## config.mk

```make
export PLATFORM = sky130hd
export DESIGN_NAME = hazard_unit_flat
export DESIGN_NICKNAME = d
export VERILOG_FILES = /design/src/rtl/hazard_unit_pkg.sv /design/src/rtl/hazard_unit_if.sv /design/src/rtl/hazard_unit_load_use_detect.sv /design/src/rtl/hazard_unit.sv /design/src/flat_wrapper.sv
export SDC_FILE = /design/constraint.sdc
export NUM_CORES = 1
export LEC_CHECK = 0
export CAP_MARGIN = 20
export CORE_AREA = 2 2 39 41
export CTS_CLUSTER_DIAMETER = 80
export CTS_CLUSTER_SIZE = 25
export DETAILED_ROUTE_END_ITERATION = 7
export DIE_AREA = 0 0 41 43
export PLACE_DENSITY = 0.67
export SYNTH_ARGS = -nofsm -noshare
export SYNTH_HDL_FRONTEND = slang
export SYNTH_SLANG_ARGS = --single-unit
```

## constraint.sdc

```tcl
create_clock -name clk -period 1.55 [get_ports clk]
set_input_delay 0.2325 -clock clk [delete_from_list [all_inputs] [get_ports clk]]
set_output_delay 0.2325 -clock clk [all_outputs]
set_load 0.05 [all_outputs]
```

## src/rtl/hazard_unit_pkg.sv

```systemverilog
// Shared LC-3b types plus the hazard-unit state encoding and counter width.
// Imported by the hazard unit, its load-use comparator and the control interface.
package hazard_unit_pkg;

  typedef logic [2:0] lc3b_reg;

  typedef enum logic [3:0] {
    op_br   = 4'b0000,
    op_add  = 4'b0001,
    op_ldb  = 4'b0010,
    op_stb  = 4'b0011,
    op_jsr  = 4'b0100,
    op_and  = 4'b0101,
    op_ldr  = 4'b0110,
    op_str  = 4'b0111,
    op_rti  = 4'b1000,
    op_not  = 4'b1001,
    op_ldi  = 4'b1010,
    op_sti  = 4'b1011,
    op_jmp  = 4'b1100,
    op_shf  = 4'b1101,
    op_lea  = 4'b1110,
    op_trap = 4'b1111
  } lc3b_opcode;

  typedef enum logic {
    RUN      = 1'b0,
    LU_STALL = 1'b1
  } hazard_state_t;

  localparam int HAZ_CNT_W = 2;

  // Loads whose data only exists at the end of MEM and so cannot be forwarded into EX in time.
  function automatic logic is_load(input lc3b_opcode op);
    return (op == op_ldr) || (op == op_ldb) || (op == op_ldi);
  endfunction

endpackage

```

## src/rtl/hazard_unit_if.sv

```systemverilog
// Pipeline-control bundle between the datapath (master) and the hazard unit (slave).
// HAZARD_STATS_EN adds the stall_cycles / flush_count statistics outputs.
interface hazard_unit_if;
  import hazard_unit_pkg::*;

  logic       if_id_v;
  lc3b_reg    if_id_SR1;
  lc3b_reg    if_id_SR2;
  logic       if_id_sr1_needed;
  logic       if_id_sr2_needed;
  logic       id_ex_v;
  lc3b_opcode id_ex_opcode;
  lc3b_reg    id_ex_DR;
  logic       id_ex_dr_needed;
  logic       ex_mem_v;
  logic       branch_taken;
  logic       imem_read;
  logic       imem_resp;
  logic       dmem_access;
  logic       dmem_resp;

  logic       load_pc;
  logic       load_if_id;
  logic       load_id_ex;
  logic       load_reg;
  logic       id_ex_bubble;
  logic       flush;
  logic       stall;
`ifdef HAZARD_STATS_EN
  logic [15:0] stall_cycles;
  logic [15:0] flush_count;
`endif

  modport master (
    output if_id_v, if_id_SR1, if_id_SR2, if_id_sr1_needed, if_id_sr2_needed,
           id_ex_v, id_ex_opcode, id_ex_DR, id_ex_dr_needed, ex_mem_v,
           branch_taken, imem_read, imem_resp, dmem_access, dmem_resp,
    input  load_pc, load_if_id, load_id_ex, load_reg, id_ex_bubble, flush, stall
`ifdef HAZARD_STATS_EN
           , stall_cycles, flush_count
`endif
  );

  modport slave (
    input  if_id_v, if_id_SR1, if_id_SR2, if_id_sr1_needed, if_id_sr2_needed,
           id_ex_v, id_ex_opcode, id_ex_DR, id_ex_dr_needed, ex_mem_v,
           branch_taken, imem_read, imem_resp, dmem_access, dmem_resp,
    output load_pc, load_if_id, load_id_ex, load_reg, id_ex_bubble, flush, stall
`ifdef HAZARD_STATS_EN
           , stall_cycles, flush_count
`endif
  );

endinterface

```

## src/rtl/hazard_unit_load_use_detect.sv

```systemverilog
// Purely combinational load-use comparator: a load in EX writes a register the ID
// instruction actually reads. Kept standalone so a wider issue stage can replicate it.
module load_use_detect
  import hazard_unit_pkg::*;
(
  input  logic       i_if_id_v,
  input  lc3b_reg    i_sr1,
  input  lc3b_reg    i_sr2,
  input  logic       i_sr1_needed,
  input  logic       i_sr2_needed,
  input  logic       i_id_ex_v,
  input  lc3b_opcode i_opcode,
  input  lc3b_reg    i_dr,
  input  logic       i_dr_needed,
  output logic       o_lu_hit
);

  logic w_src_match;

  assign w_src_match = (i_sr1_needed & (i_sr1 == i_dr)) | (i_sr2_needed & (i_sr2 == i_dr));
  assign o_lu_hit    = i_if_id_v & i_id_ex_v & i_dr_needed & is_load(i_opcode) & w_src_match;

endmodule

```

## src/rtl/hazard_unit.sv

```systemverilog
// LC-3b 5-stage pipeline control: load-use bubbles, taken-branch flush, memory freeze.
// Define HAZARD_STATS_EN to add saturating stall_cycles / flush_count counters.
module hazard_unit
  import hazard_unit_pkg::*;
#(
  parameter int LOAD_USE_BUBBLES = 1
) (
  input  logic         clk,
  input  logic         reset_n,
  hazard_unit_if.slave hz
);

  localparam logic [HAZ_CNT_W-1:0] CNT_INIT = HAZ_CNT_W'(LOAD_USE_BUBBLES - 1);

  hazard_state_t        r_state;
  hazard_state_t        w_state_nxt;
  logic [HAZ_CNT_W-1:0] r_cnt;
  logic [HAZ_CNT_W-1:0] w_cnt_nxt;

  logic w_lu_hit;
  logic w_mem_busy;
  logic w_branch_flush;

  logic w_load_pc;
  logic w_load_if_id;
  logic w_load_id_ex;
  logic w_load_reg;
  logic w_id_ex_bubble;
  logic w_flush;
  logic w_stall;

  load_use_detect u_lu_detect (
    .i_if_id_v    (hz.if_id_v),
    .i_sr1        (hz.if_id_SR1),
    .i_sr2        (hz.if_id_SR2),
    .i_sr1_needed (hz.if_id_sr1_needed),
    .i_sr2_needed (hz.if_id_sr2_needed),
    .i_id_ex_v    (hz.id_ex_v),
    .i_opcode     (hz.id_ex_opcode),
    .i_dr         (hz.id_ex_DR),
    .i_dr_needed  (hz.id_ex_dr_needed),
    .o_lu_hit     (w_lu_hit)
  );

  assign w_mem_busy     = (hz.imem_read & ~hz.imem_resp) | (hz.dmem_access & ~hz.dmem_resp);
  assign w_branch_flush = hz.branch_taken & hz.ex_mem_v;

  // NOTE: sequential state uses non-blocking assignments so every flop samples pre-edge values.
  always_ff @(posedge clk or negedge reset_n) begin
    if (!reset_n) begin
      r_state <= RUN;
      r_cnt   <= '0;
    end else begin
      r_state <= w_state_nxt;
      r_cnt   <= w_cnt_nxt;
    end
  end

  // A frozen pipeline holds the remaining bubble count, so an interrupted stall resumes intact.
  always_comb begin
    w_state_nxt = r_state;
    w_cnt_nxt   = r_cnt;
    if (w_mem_busy) begin
      w_state_nxt = r_state;
    end else if (w_branch_flush) begin
      w_state_nxt = RUN;
      w_cnt_nxt   = '0;
    end else begin
      unique case (r_state)
        RUN: begin
          if (w_lu_hit && (LOAD_USE_BUBBLES > 1)) begin
            w_state_nxt = LU_STALL;
            w_cnt_nxt   = CNT_INIT;
          end
        end
        LU_STALL: begin
          if (r_cnt == HAZ_CNT_W'(1)) begin
            w_state_nxt = RUN;
            w_cnt_nxt   = '0;
          end else begin
            w_cnt_nxt = r_cnt - HAZ_CNT_W'(1);
          end
        end
        default: begin
          w_state_nxt = RUN;
          w_cnt_nxt   = '0;
        end
      endcase
    end
  end

  // NOTE: every output gets a default first so no path through this block can infer a latch.
  always_comb begin
    w_load_pc      = 1'b0;
    w_load_if_id   = 1'b0;
    w_load_id_ex   = 1'b0;
    w_load_reg     = 1'b0;
    w_id_ex_bubble = 1'b0;
    w_flush        = 1'b0;
    w_stall        = 1'b0;
    if (!reset_n || w_mem_busy) begin
      w_load_pc = 1'b0;
    end else if (w_branch_flush) begin
      w_load_pc    = 1'b1;
      w_load_if_id = 1'b1;
      w_load_id_ex = 1'b1;
      w_load_reg   = 1'b1;
      w_flush      = 1'b1;
    end else if ((r_state == LU_STALL) || w_lu_hit) begin
      w_load_id_ex   = 1'b1;
      w_load_reg     = 1'b1;
      w_id_ex_bubble = 1'b1;
      w_stall        = 1'b1;
    end else begin
      w_load_pc    = 1'b1;
      w_load_if_id = 1'b1;
      w_load_id_ex = 1'b1;
      w_load_reg   = 1'b1;
    end
  end

  assign hz.load_pc      = w_load_pc;
  assign hz.load_if_id   = w_load_if_id;
  assign hz.load_id_ex   = w_load_id_ex;
  assign hz.load_reg     = w_load_reg;
  assign hz.id_ex_bubble = w_id_ex_bubble;
  assign hz.flush        = w_flush;
  assign hz.stall        = w_stall;

`ifdef HAZARD_STATS_EN
  logic [15:0] r_stall_cycles;
  logic [15:0] r_flush_count;

  always_ff @(posedge clk or negedge reset_n) begin
    if (!reset_n) begin
      r_stall_cycles <= '0;
      r_flush_count  <= '0;
    end else begin
      if (w_stall && (r_stall_cycles != 16'hFFFF)) r_stall_cycles <= r_stall_cycles + 16'd1;
      if (w_flush && (r_flush_count  != 16'hFFFF)) r_flush_count  <= r_flush_count + 16'd1;
    end
  end

  assign hz.stall_cycles = r_stall_cycles;
  assign hz.flush_count  = r_flush_count;
`endif

endmodule

```

## src/flat_wrapper.sv

```systemverilog
// flat-port wrapper written by rule: the top's interface ports become plain ports
module hazard_unit_flat import hazard_unit_pkg::*;
#(
  parameter int LOAD_USE_BUBBLES = 1
)
  (clk, reset_n, hz_if_id_v, hz_if_id_SR1, hz_if_id_SR2, hz_if_id_sr1_needed, hz_if_id_sr2_needed, hz_id_ex_v, hz_id_ex_opcode, hz_id_ex_DR, hz_id_ex_dr_needed, hz_ex_mem_v, hz_branch_taken, hz_imem_read, hz_imem_resp, hz_dmem_access, hz_dmem_resp, hz_load_pc, hz_load_if_id, hz_load_id_ex, hz_load_reg, hz_id_ex_bubble, hz_flush, hz_stall);
  hazard_unit_if hz_i ();
  input  logic clk;
  input  logic reset_n;
  input wire logic [$bits(hz_i.if_id_v)-1:0] hz_if_id_v;
  input wire logic [$bits(hz_i.if_id_SR1)-1:0] hz_if_id_SR1;
  input wire logic [$bits(hz_i.if_id_SR2)-1:0] hz_if_id_SR2;
  input wire logic [$bits(hz_i.if_id_sr1_needed)-1:0] hz_if_id_sr1_needed;
  input wire logic [$bits(hz_i.if_id_sr2_needed)-1:0] hz_if_id_sr2_needed;
  input wire logic [$bits(hz_i.id_ex_v)-1:0] hz_id_ex_v;
  input wire logic [$bits(hz_i.id_ex_opcode)-1:0] hz_id_ex_opcode;
  input wire logic [$bits(hz_i.id_ex_DR)-1:0] hz_id_ex_DR;
  input wire logic [$bits(hz_i.id_ex_dr_needed)-1:0] hz_id_ex_dr_needed;
  input wire logic [$bits(hz_i.ex_mem_v)-1:0] hz_ex_mem_v;
  input wire logic [$bits(hz_i.branch_taken)-1:0] hz_branch_taken;
  input wire logic [$bits(hz_i.imem_read)-1:0] hz_imem_read;
  input wire logic [$bits(hz_i.imem_resp)-1:0] hz_imem_resp;
  input wire logic [$bits(hz_i.dmem_access)-1:0] hz_dmem_access;
  input wire logic [$bits(hz_i.dmem_resp)-1:0] hz_dmem_resp;
  output wire logic [$bits(hz_i.load_pc)-1:0] hz_load_pc;
  output wire logic [$bits(hz_i.load_if_id)-1:0] hz_load_if_id;
  output wire logic [$bits(hz_i.load_id_ex)-1:0] hz_load_id_ex;
  output wire logic [$bits(hz_i.load_reg)-1:0] hz_load_reg;
  output wire logic [$bits(hz_i.id_ex_bubble)-1:0] hz_id_ex_bubble;
  output wire logic [$bits(hz_i.flush)-1:0] hz_flush;
  output wire logic [$bits(hz_i.stall)-1:0] hz_stall;
  assign hz_i.if_id_v = hz_if_id_v;
  assign hz_i.if_id_SR1 = hz_if_id_SR1;
  assign hz_i.if_id_SR2 = hz_if_id_SR2;
  assign hz_i.if_id_sr1_needed = hz_if_id_sr1_needed;
  assign hz_i.if_id_sr2_needed = hz_if_id_sr2_needed;
  assign hz_i.id_ex_v = hz_id_ex_v;
  assign hz_i.id_ex_opcode = hz_id_ex_opcode;
  assign hz_i.id_ex_DR = hz_id_ex_DR;
  assign hz_i.id_ex_dr_needed = hz_id_ex_dr_needed;
  assign hz_i.ex_mem_v = hz_ex_mem_v;
  assign hz_i.branch_taken = hz_branch_taken;
  assign hz_i.imem_read = hz_imem_read;
  assign hz_i.imem_resp = hz_imem_resp;
  assign hz_i.dmem_access = hz_dmem_access;
  assign hz_i.dmem_resp = hz_dmem_resp;
  assign hz_load_pc = hz_i.load_pc;
  assign hz_load_if_id = hz_i.load_if_id;
  assign hz_load_id_ex = hz_i.load_id_ex;
  assign hz_load_reg = hz_i.load_reg;
  assign hz_id_ex_bubble = hz_i.id_ex_bubble;
  assign hz_flush = hz_i.flush;
  assign hz_stall = hz_i.stall;
  hazard_unit #(.LOAD_USE_BUBBLES(LOAD_USE_BUBBLES)) u_core (.clk(clk), .reset_n(reset_n), .hz(hz_i));
endmodule
```

==> results by group, run 1 <==
Run status
  • Status: finished, violations left
  • Failing checks: setup timing

Floorplanning
  • Die width: 41 um
  • Vert. Die Dim: 43 um
  • CORE AREA: about 1400 um2
  • Initial Util: 23.1%
  • Die area: between 1500 and 2000 um2
  • I/O Pins: 33
  • Std-Cell Rows: 14

Setup path
  • Delay-heaviest family, CP: compound AO/OA/AOI/OAI gates
  • Setup Crit Path Kind: primary input to primary output
  • Worst reg-to-reg setup slack: about 540 ps
  • Data arrival, critical path: 1440 ps
  • Crit-path cells: buf_2, xnor2_2, nand4_1, a2111o_1, a21oi_4, buf_12
  • Critical-path top delay cell: a2111o_1
  • CP bufs+invs: 2
  • Levels on crit path: 6
  • Worst R2R Path Depth: 4
  • Reg-to-Reg End: u_core.r_cnt[0]
  • Critical path startpoint: hz_if_id_SR1[1]
  • Crit-path max FO: 2
  • Worst Path Required: ~1300 ps
  • Critical path capture point type: primary output
  • Critical Path Max Stage Delay: about 470 ps
  • Worst Setup Start Kind: primary input
  • Worst Setup EP: hz_stall
  • RR Startpoint: u_core.r_state

Clock network
  • CTS Sinks: 3
  • CTS max path bufs: 2
  • Cts bufs inserted: 3
  • CTS clk-pin slew, worst paths: ~40 ps
  • CTS tree: built
  • H-tree levels: 1
  • Cts hold-fix bufs: 0
  • Root buf cell: clkbuf_4
  • Clock latency on the worst-skew pair: ~230 ps

STA
  • Tcrit/Tclk final: 108%
  • Min Tclk post-route: 1670 ps
  • Slew headroom: about 84%
  • Hold WS: approximately 300 ps
  • Final Worst Setup Slack: -123 ps
  • Final Hold Fails: 0
  • Fin Setup TNS: -469 ps
  • Worst slew pin tran: around 240 ps
  • Clock skew: about 0.76 ps
  • RSZ-0062 raised after global routing: yes
  • Fmax: about 600 MHz
  • Slew Viols, Final: 0
  • Count of final setup violators: 4

Cells and area
  • Share of layout cells above drive strength 1: a little over half
  • Fin nets: about 110
  • Synthesis-to-finish area growth: 171%
  • Commonest cells after routing, fill and taps aside: 12 x buf_4, 11 x dlygate4sd2_1, 11 x buf_6
  • Commonest non-fill, non-tap cell in the layout: buf_4
  • Ant. Diodes: 0

Place
  • DP HPWL: slightly above 900 um
  • Routability cong.: about 0.64
  • Place WS: -600 ps
  • PortBufs: 32

Synthesis
  • Post-synth EDFFs: 0
  • Syn nets: 66
  • Synth Register Bits: 3
  • Post-Synthesis Cells: 39
  • Ys flop type: dfrtp_1
  • Netlist cell types: 18
  • Ys async rst share: 100%
  • Mean Syn Cell Area: approximately 8 um2
  • Ys Warns: 0
  • Seq/Total Area, Yosys: between 20% and 30%
  • Netlist Area Pre-Place: 320 um2

GRT
  • Vias in the first global route: approximately 460
  • Overall routing resource usage: between 10% and 20%
  • Initial antenna violation count: 0
  • First-pass GRT wire length: ~1.8 mm
  • Grt ovf: 0
  • Largest net degree at the start of global routing: 4

Route
  • Met3 WL post-DR: around 190 um
  • Vias per cell: between 4 and 5
  • Remaining routing DRC violations: 0
  • Total wire length: ~1.1 mm
  • Detail Route met2 WL: approximately 620 um
  • DRT antenna net count: 0
  • WL/cell: about 11 um
  • Top Metal Used: met3
  • 1st-iter DRT viols: 4
  • Routed met1 length: 304 um
  • Drt first pass iters: 2
  • Routed vias: 450

Pwr
  • Pwr Total: 0.413 mW
  • VDD IR max: 0.308 mV
  • Pwr/cell area: between 400 and 500 nW/um2
  • Leakage power: 0.410 nW

Worst hold path
  • Hold Crit Class: primary input to asynchronous set/reset pin

Run
  • Max cap viols: 0
==> layout make-up <==
class	count	area (um2)
timing repair buffer	46	450
tap	16	20.0
multi-input combinational	29	279
inverter	4	18.8
clock buffer	4	26.3
sequential	3	75.1
fill	118	514
==> power breakdown <==
part | switching (mW) | internal, mW
logic | 0.0838 | 0.115
registers | 0 | 0.0788
clock network | 0.0396 | 0.0964
total | 0.123 | 0.290
==> through the flow <==
stage                     cell area, um2  utilization, %  std cells
final                                870            62.8        102
after global routing                 870            62.8        102
after CTS                            855            61.8        102
after detailed placement             731            52.8         89
after global placement               731            52.8         89
after floorplan                      359               -         39
==> cells by family after synthesis <==
family	synth area share (%)
DFF	23.4
adders and majority gates	3.91
xor gates and xnor gates	16.4
AOI/OAI and AO/OA	19.1
and+or+nand+nor	25.4
buffers and inverters	11.7
==> routing by layer <==
| layer | vias up | GRT usage [%] |
|---|---|---|
| li1 | 227 | - |
| met1 | 201 | 12.7 |
| met2 | 22 | 27.5 |
| met3 | 0 | 5.76 |
| met4 | 0 | 10.0 |
| met5 | - | 0 |
==> worst min-delay path by stage <==
stage / from / to / slack [ps] / cells after the start
final: reset_n / u_core.r_state / 300 / 2
after global routing: reset_n / u_core.r_state / 320 / 2
after CTS: reset_n / u_core.r_cnt[1] / 300 / 2
after detailed placement: u_core.r_state / u_core.r_state / 500 / 1
after global placement: u_core.r_cnt[1] / u_core.r_cnt[1] / 490 / 1
after floorplan: reset_n / u_core.r_cnt[0] / -60 / 0
==> registers in the layout (all words and copies together) (netlist names) <==
signal	count
u_core.r_state	1
u_core.r_cnt	2
==> cell usage after synthesis (2+ instances only) <==
cell	instances	area share (%)
xnor2_1	6	16
buf_4	3	7.0
a22o_1	2	5.5
dfrtp_1	3	23
nor2_1	4	4.7
nand2_1	4	4.7
inv_1	4	4.7
nand4_1	3	5.9
==> what timing repair did <==
| item | CTS | global route |
|---|---|---|
| setup endpoints to repair | 7 | 4 |
| buffers inserted | 9 | 0 |
| pin swaps | 15 | 6 |
| resized for setup | 71 | 2 |
| gates cloned | 0 | 0 |
(Power assumes the default switching activity.)
==> run 2, diff against run 1 <==
Settings changed: PLACE_DENSITY 0.67 to 0.68, SYNTH_HIERARCHICAL set to 1.
==> results by group, run 2 <==
Run status
  • Status: completed

Cells and area
  • Fillers: 119
  • Synthesis-to-finish area growth: 144%
  • Commonest non-fill, non-tap cell in the layout: dlygate4sd2_1
  • Regs by FF count: u_core/r_cnt (2), u_core/r_state (1)
  • Ant. Diodes: 0
  • Flip-flop count of the largest register after layout: 2
  • Register with the most flip-flops: u_core/r_cnt
  • Share of layout cells above drive strength 1: between 50% and 60%
  • Commonest cells after routing, fill and taps aside: 12 x dlygate4sd2_1, 8 x buf_2, 7 x buf_12
  • Fin nets: between 100 and 150

Clock network
  • CTS clk-pin slew, worst paths: about 40 ps
  • Cts bufs inserted: 3
  • CTS Sinks: 3
  • Cts hold-fix bufs: 0
  • H-tree levels: 1
  • Clock latency on the worst-skew pair: 240 ps
  • Root buf cell: clkbuf_4
  • CTS tree: built
  • CTS max path bufs: 2

Worst hold path
  • Hold Crit Class: primary input to asynchronous set/reset pin

GRT
  • Vias in the first global route: 433
  • Largest net degree at the start of global routing: 6
  • Initial antenna violation count: 0
  • Overall routing resource usage: ~14%
  • Grt ovf: 0
  • First-pass GRT wire length: approximately 1.6 mm

Synthesis
  • Mux share of post-synthesis cell area: 0%
  • Most area-consuming cells after synthesis: dfrtp_1 23%, xnor2_1 16%, nand2b_4 8.3%
  • Count leader, synth: xnor2_1
  • Mean Syn Cell Area: between 8 and 9 um2
  • Post-Synth Simple-Gate Area: roughly 34%
  • Netlist Area Pre-Place: 333 um2
  • Top cells by count, synth: 6 x xnor2_1, 4 x nand2_1, 4 x nor2_1
  • Synth Register Bits: 3
  • Largest family of logic cells by synthesized area: simple AND/OR/NAND/NOR gates
  • Xor-xnor portion of the synthesized cell area: between 10% and 20%
  • Syn nets: 66
  • Post-Synth Adder-Cell Area: between 3 and 4%
  • Ys flop type: dfrtp_1
  • Post-Synthesis Cells: 39
  • Seq/Total Area, Yosys: a little under a quarter
  • Ys Warns: 6
  • Post-synth EDFFs: 0
  • Ys async rst share: 100%
  • Netlist cell types: 20
  • Post-synthesis compound-gate area fraction: between 10% and 20%
  • Post-synth top area share: 22.6%
  • Area leader, netlist: dfrtp_1

STA
  • RSZ-0062 raised after global routing: yes
  • Final Hold Fails: 0
  • Count of final setup violators: 0
  • Clock skew: around 3.7 ps
  • Final Worst Setup Slack: ~33 ps
  • Fmax: approximately 660 MHz
  • Slew Viols, Final: 0
  • Hold WS: just under 90 ps
  • Fin Setup TNS: 0 ps
  • Slew headroom: 85.0%
  • Min Tclk post-route: 1520 ps
  • Worst slew pin tran: between 200 and 250 ps
  • Tcrit/Tclk final: 97.9%

Place
  • Place WS: -376 ps
  • Routability cong.: 0.697
  • DP HPWL: between 800 and 900 um
  • PortBufs: 32

Route
  • 1st-iter DRT viols: 12
  • DRT antenna net count: 0
  • Routed vias: between 400 and 500
  • Remaining routing DRC violations: 0
  • WL/cell: just over 10 um
  • Vias per cell: ~4.5
  • Drt first pass iters: 2
  • Total wire length: ~950 um

Floorplanning
  • Initial Util: roughly a quarter
  • CORE AREA: between 1000 and 1500 um2
  • Std-Cell Rows: 14
  • I/O Pins: 33
  • Die area: roughly 1800 um2
  • Die width: 41 um
  • Vert. Die Dim: roughly 43 um

Pwr
  • Leakage power: between 0.3 and 0.4 nW
  • VDD IR max: roughly 0.35 mV
  • Pwr/cell area: 493 nW/um2

Setup path
  • Critical path startpoint: hz_branch_taken
  • Worst Setup EP: hz_load_pc
  • Worst reg-to-reg setup slack: ~580 ps
  • Critical path capture point type: primary output
  • Worst Path Required: about 1300 ps
  • Data arrival, critical path: about 1300 ps
  • Reg-to-Reg End: u_core/r_cnt[1]
  • RR Startpoint: u_core/r_cnt[0]
  • Worst R2R Path Depth: 3
  • Setup Crit Path Kind: primary input to primary output
  • Crit-path max FO: 3
  • Worst Setup Start Kind: primary input

Run
  • Max cap viols: 0
[run 2: cells by family after synthesis]
logic type      after synthesis
compound gates                6
fa+ha+maj                     1
flops                         3
xor+xnor                      6
simple gates                 18
buf+inv                       5
[run 2: worst min path at each step]
stage | start | slack [ps] | endpoint | depth (start not counted)
after global placement | u_core/r_cnt[1] | 490 | u_core/r_cnt[1] | 1
after global routing | reset_n | 100 | u_core/r_cnt[0] | 2
final | reset_n | 90 | u_core/r_cnt[0] | 2
after detailed placement | u_core/r_cnt[1] | 490 | u_core/r_cnt[1] | 1
after CTS | reset_n | 90 | u_core/r_cnt[0] | 2
after floorplan | reset_n | -60 | u_core/r_cnt[0] | 0
[run 2: per-stage QoR]
stage	instances	instance area, um2	util (%)	power, mW
2_1_floorplan	39	359	-	0.153
3_3_place_gp	89	777	56.1	0.267
3_5_place_dp	89	777	56.1	0.269
4_1_cts	93	768	55.5	0.397
5_1_grt	93	813	58.8	0.423
6_report	93	813	58.8	0.401
[run 2: final cells by class]
cell class / count / area [um2] / share of cell area, %
repair buffers: 37 / 384 / 47.2
multi-input cells: 31 / 299 / 36.8
well taps: 16 / 20.0 / 2.46
inverters: 2 / 7.51 / 0.923
flip-flops and latches: 3 / 76.3 / 9.38
clock buffers: 4 / 26.3 / 3.23
[run 2: where the power goes]
group	internal (mW)	switching (mW)
logic	0.104	0.0798
clock network	0.0965	0.0415
registers	0.0788	0
total	0.280	0.121
[run 2: timing repair]
| action | 4_1_cts | 5_1_grt |
|---|---|---|
| setup endpoints to repair | 6 | 6 |
| pin swaps | 15 | 7 |
| buffers inserted | 0 | 0 |
| resized for setup | 51 | 10 |
[run 2: worst max-delay path, cell delays in order]
cell and delay (ps):
clkdlybuf4s50_1 480, nand2_2 80, o21ai_2 90, nor2b_4 240
buf_12 160
[run 2: metal layers]
layer  vias to the layer above  wire (um)  GRT usage (%)  share of wire (%)
met1                       173        327           15.8                 35
met2                        31        477           20.3                 50
li1                        212          -              -                  -
met5                         -          0              0                  0
met3                         5        114           6.28                 12
met4                         0         26           8.00                2.7
==> RTL edit: new RTL, flow settings as in run 1 <==
The package constant `HAZ_CNT_W` goes from 2 to 3.
--- a/src/rtl/hazard_unit_pkg.sv
+++ b/src/rtl/hazard_unit_pkg.sv
@@ -28,7 +28,7 @@
     LU_STALL = 1'b1
   } hazard_state_t;
 
-  localparam int HAZ_CNT_W = 2;
+  localparam int HAZ_CNT_W = 3;
 
   // Loads whose data only exists at the end of MEM and so cannot be forwarded into EX in time.
   function automatic logic is_load(input lc3b_opcode op);
Behaviour: no difference found for any inputs over 10 cycles, from zero or initial values and one cycle with reset_n low; that may be too few to reach the edited logic, so the function may still have changed.
==> RTL edit against run 1 <==
  * Sequential power rose by 51%
  * Synthesized cell count rose by 21%
  * Cell area rose by 1.6%
  * The run still ends with setup timing left
  * Sequential cell count rose by 1
  * Synthesized area rose by 23%
  * Total power rose by 8.1%
  * Largest power group unchanged
  * Utilization rose by 0.99 points
  * Worst setup slack got worse by 26 ps
  * Wire length rose by 1.6%
==> RTL edit: results <==
[status]
status = "complete, but fails checks"
violations = "setup timing"

[layout]
reg_top3 = "u_core.r_cnt (3), u_core.r_state (1)"
layout.nonclk_buf_share_pct = 45.9
clock_cell_area_share_pct = 2.55
final-seq-area_um2 = 100
area_delta_synth_final_pct = 123
drive_gt1_share_pct = 49.4
flops_and_latches = 4

[global_routing]
grt_pass1_wl_um = 1640
grt_pass1_vias = 438
grt_max_degree = 6
use_met3_pct = 7.85
grtUsageMet1_pct = 12.5

[yosys]
yosys-top-cells-area = "dfrtp_1 (25%), xnor2_1 (13%), ha_1 (6.3%)"
synthDistinctLibCells = 23
synthesis.nets = 75
seq_area_frac_synth_pct = 25.3
netlist_instances = 47
syn_area_per_cell_um2 = 8.41

[worst_setup_path]
arrival_ps = 1470
startpoint = "hz_id_ex_DR[0]"
r2r_slack_ps = 450
rr_startpoint = "u_core.r_cnt[0]$_DFFE_PN0P_"
crit_end = "hz_load_pc"

[power_and_ir_drop]
p_per_area_nw_per_um2 = 506
peakVddDrop_v = 0.000397
p_clk_uw = 124
p_int_uw = 313
p_leak_nw = 0.409

[place]
dp_hpwl_um = 919
pre_cts_slack_ps = -597
postPlaceCellArea_um2 = 816
dp.cells = 96

[detailed_routing]
vias = 458
dr_wl_met3_um = 202
route.layer.met1.wl_um = 384
routed_via_density = 4.53
routedWlPerCell_um = 11.2

[timing]
fin_ws_ps = -149
clock_skew_ps = 0.417
setup-violations-final = 4
==> RTL edit: changes by cell type in the layout (fill, tap and decap cells not counted), sizes merged, moves of 2 or more <==
cell and change:
buf -8, o2bb2ai +2, a22o -2, nor2 -3, o21ai +2, inv +4, a22oi +2, clkdlybuf4s15 -2
==> RTL edit: per-stage QoR <==
step           hold slack, ps  util, %
6_report                  311     63.8
2_1_floorplan           -63.1        -
5_1_grt                   339     63.8
4_1_cts                   298     63.4
3_5_place_dp              479     59.0
3_3_place_gp              477     59.0
==> RTL edit: what timing repair did <==
item	CTS	global route
pin swaps	15	9
gates resized for setup	71	6
setup buffers	2	0
gates cloned	0	0
setup endpoints to repair	7	7
==> RTL edit: cell families after synthesis <==
group           count (synthesis)  synth area share (%)
compound gates                 11                  20.9
buf+inv                        10                  12.3
fa+ha+maj                       2                  6.33
simple gates                   14                  21.8
flops                           4                  25.3
xor+xnor                        6                  13.3
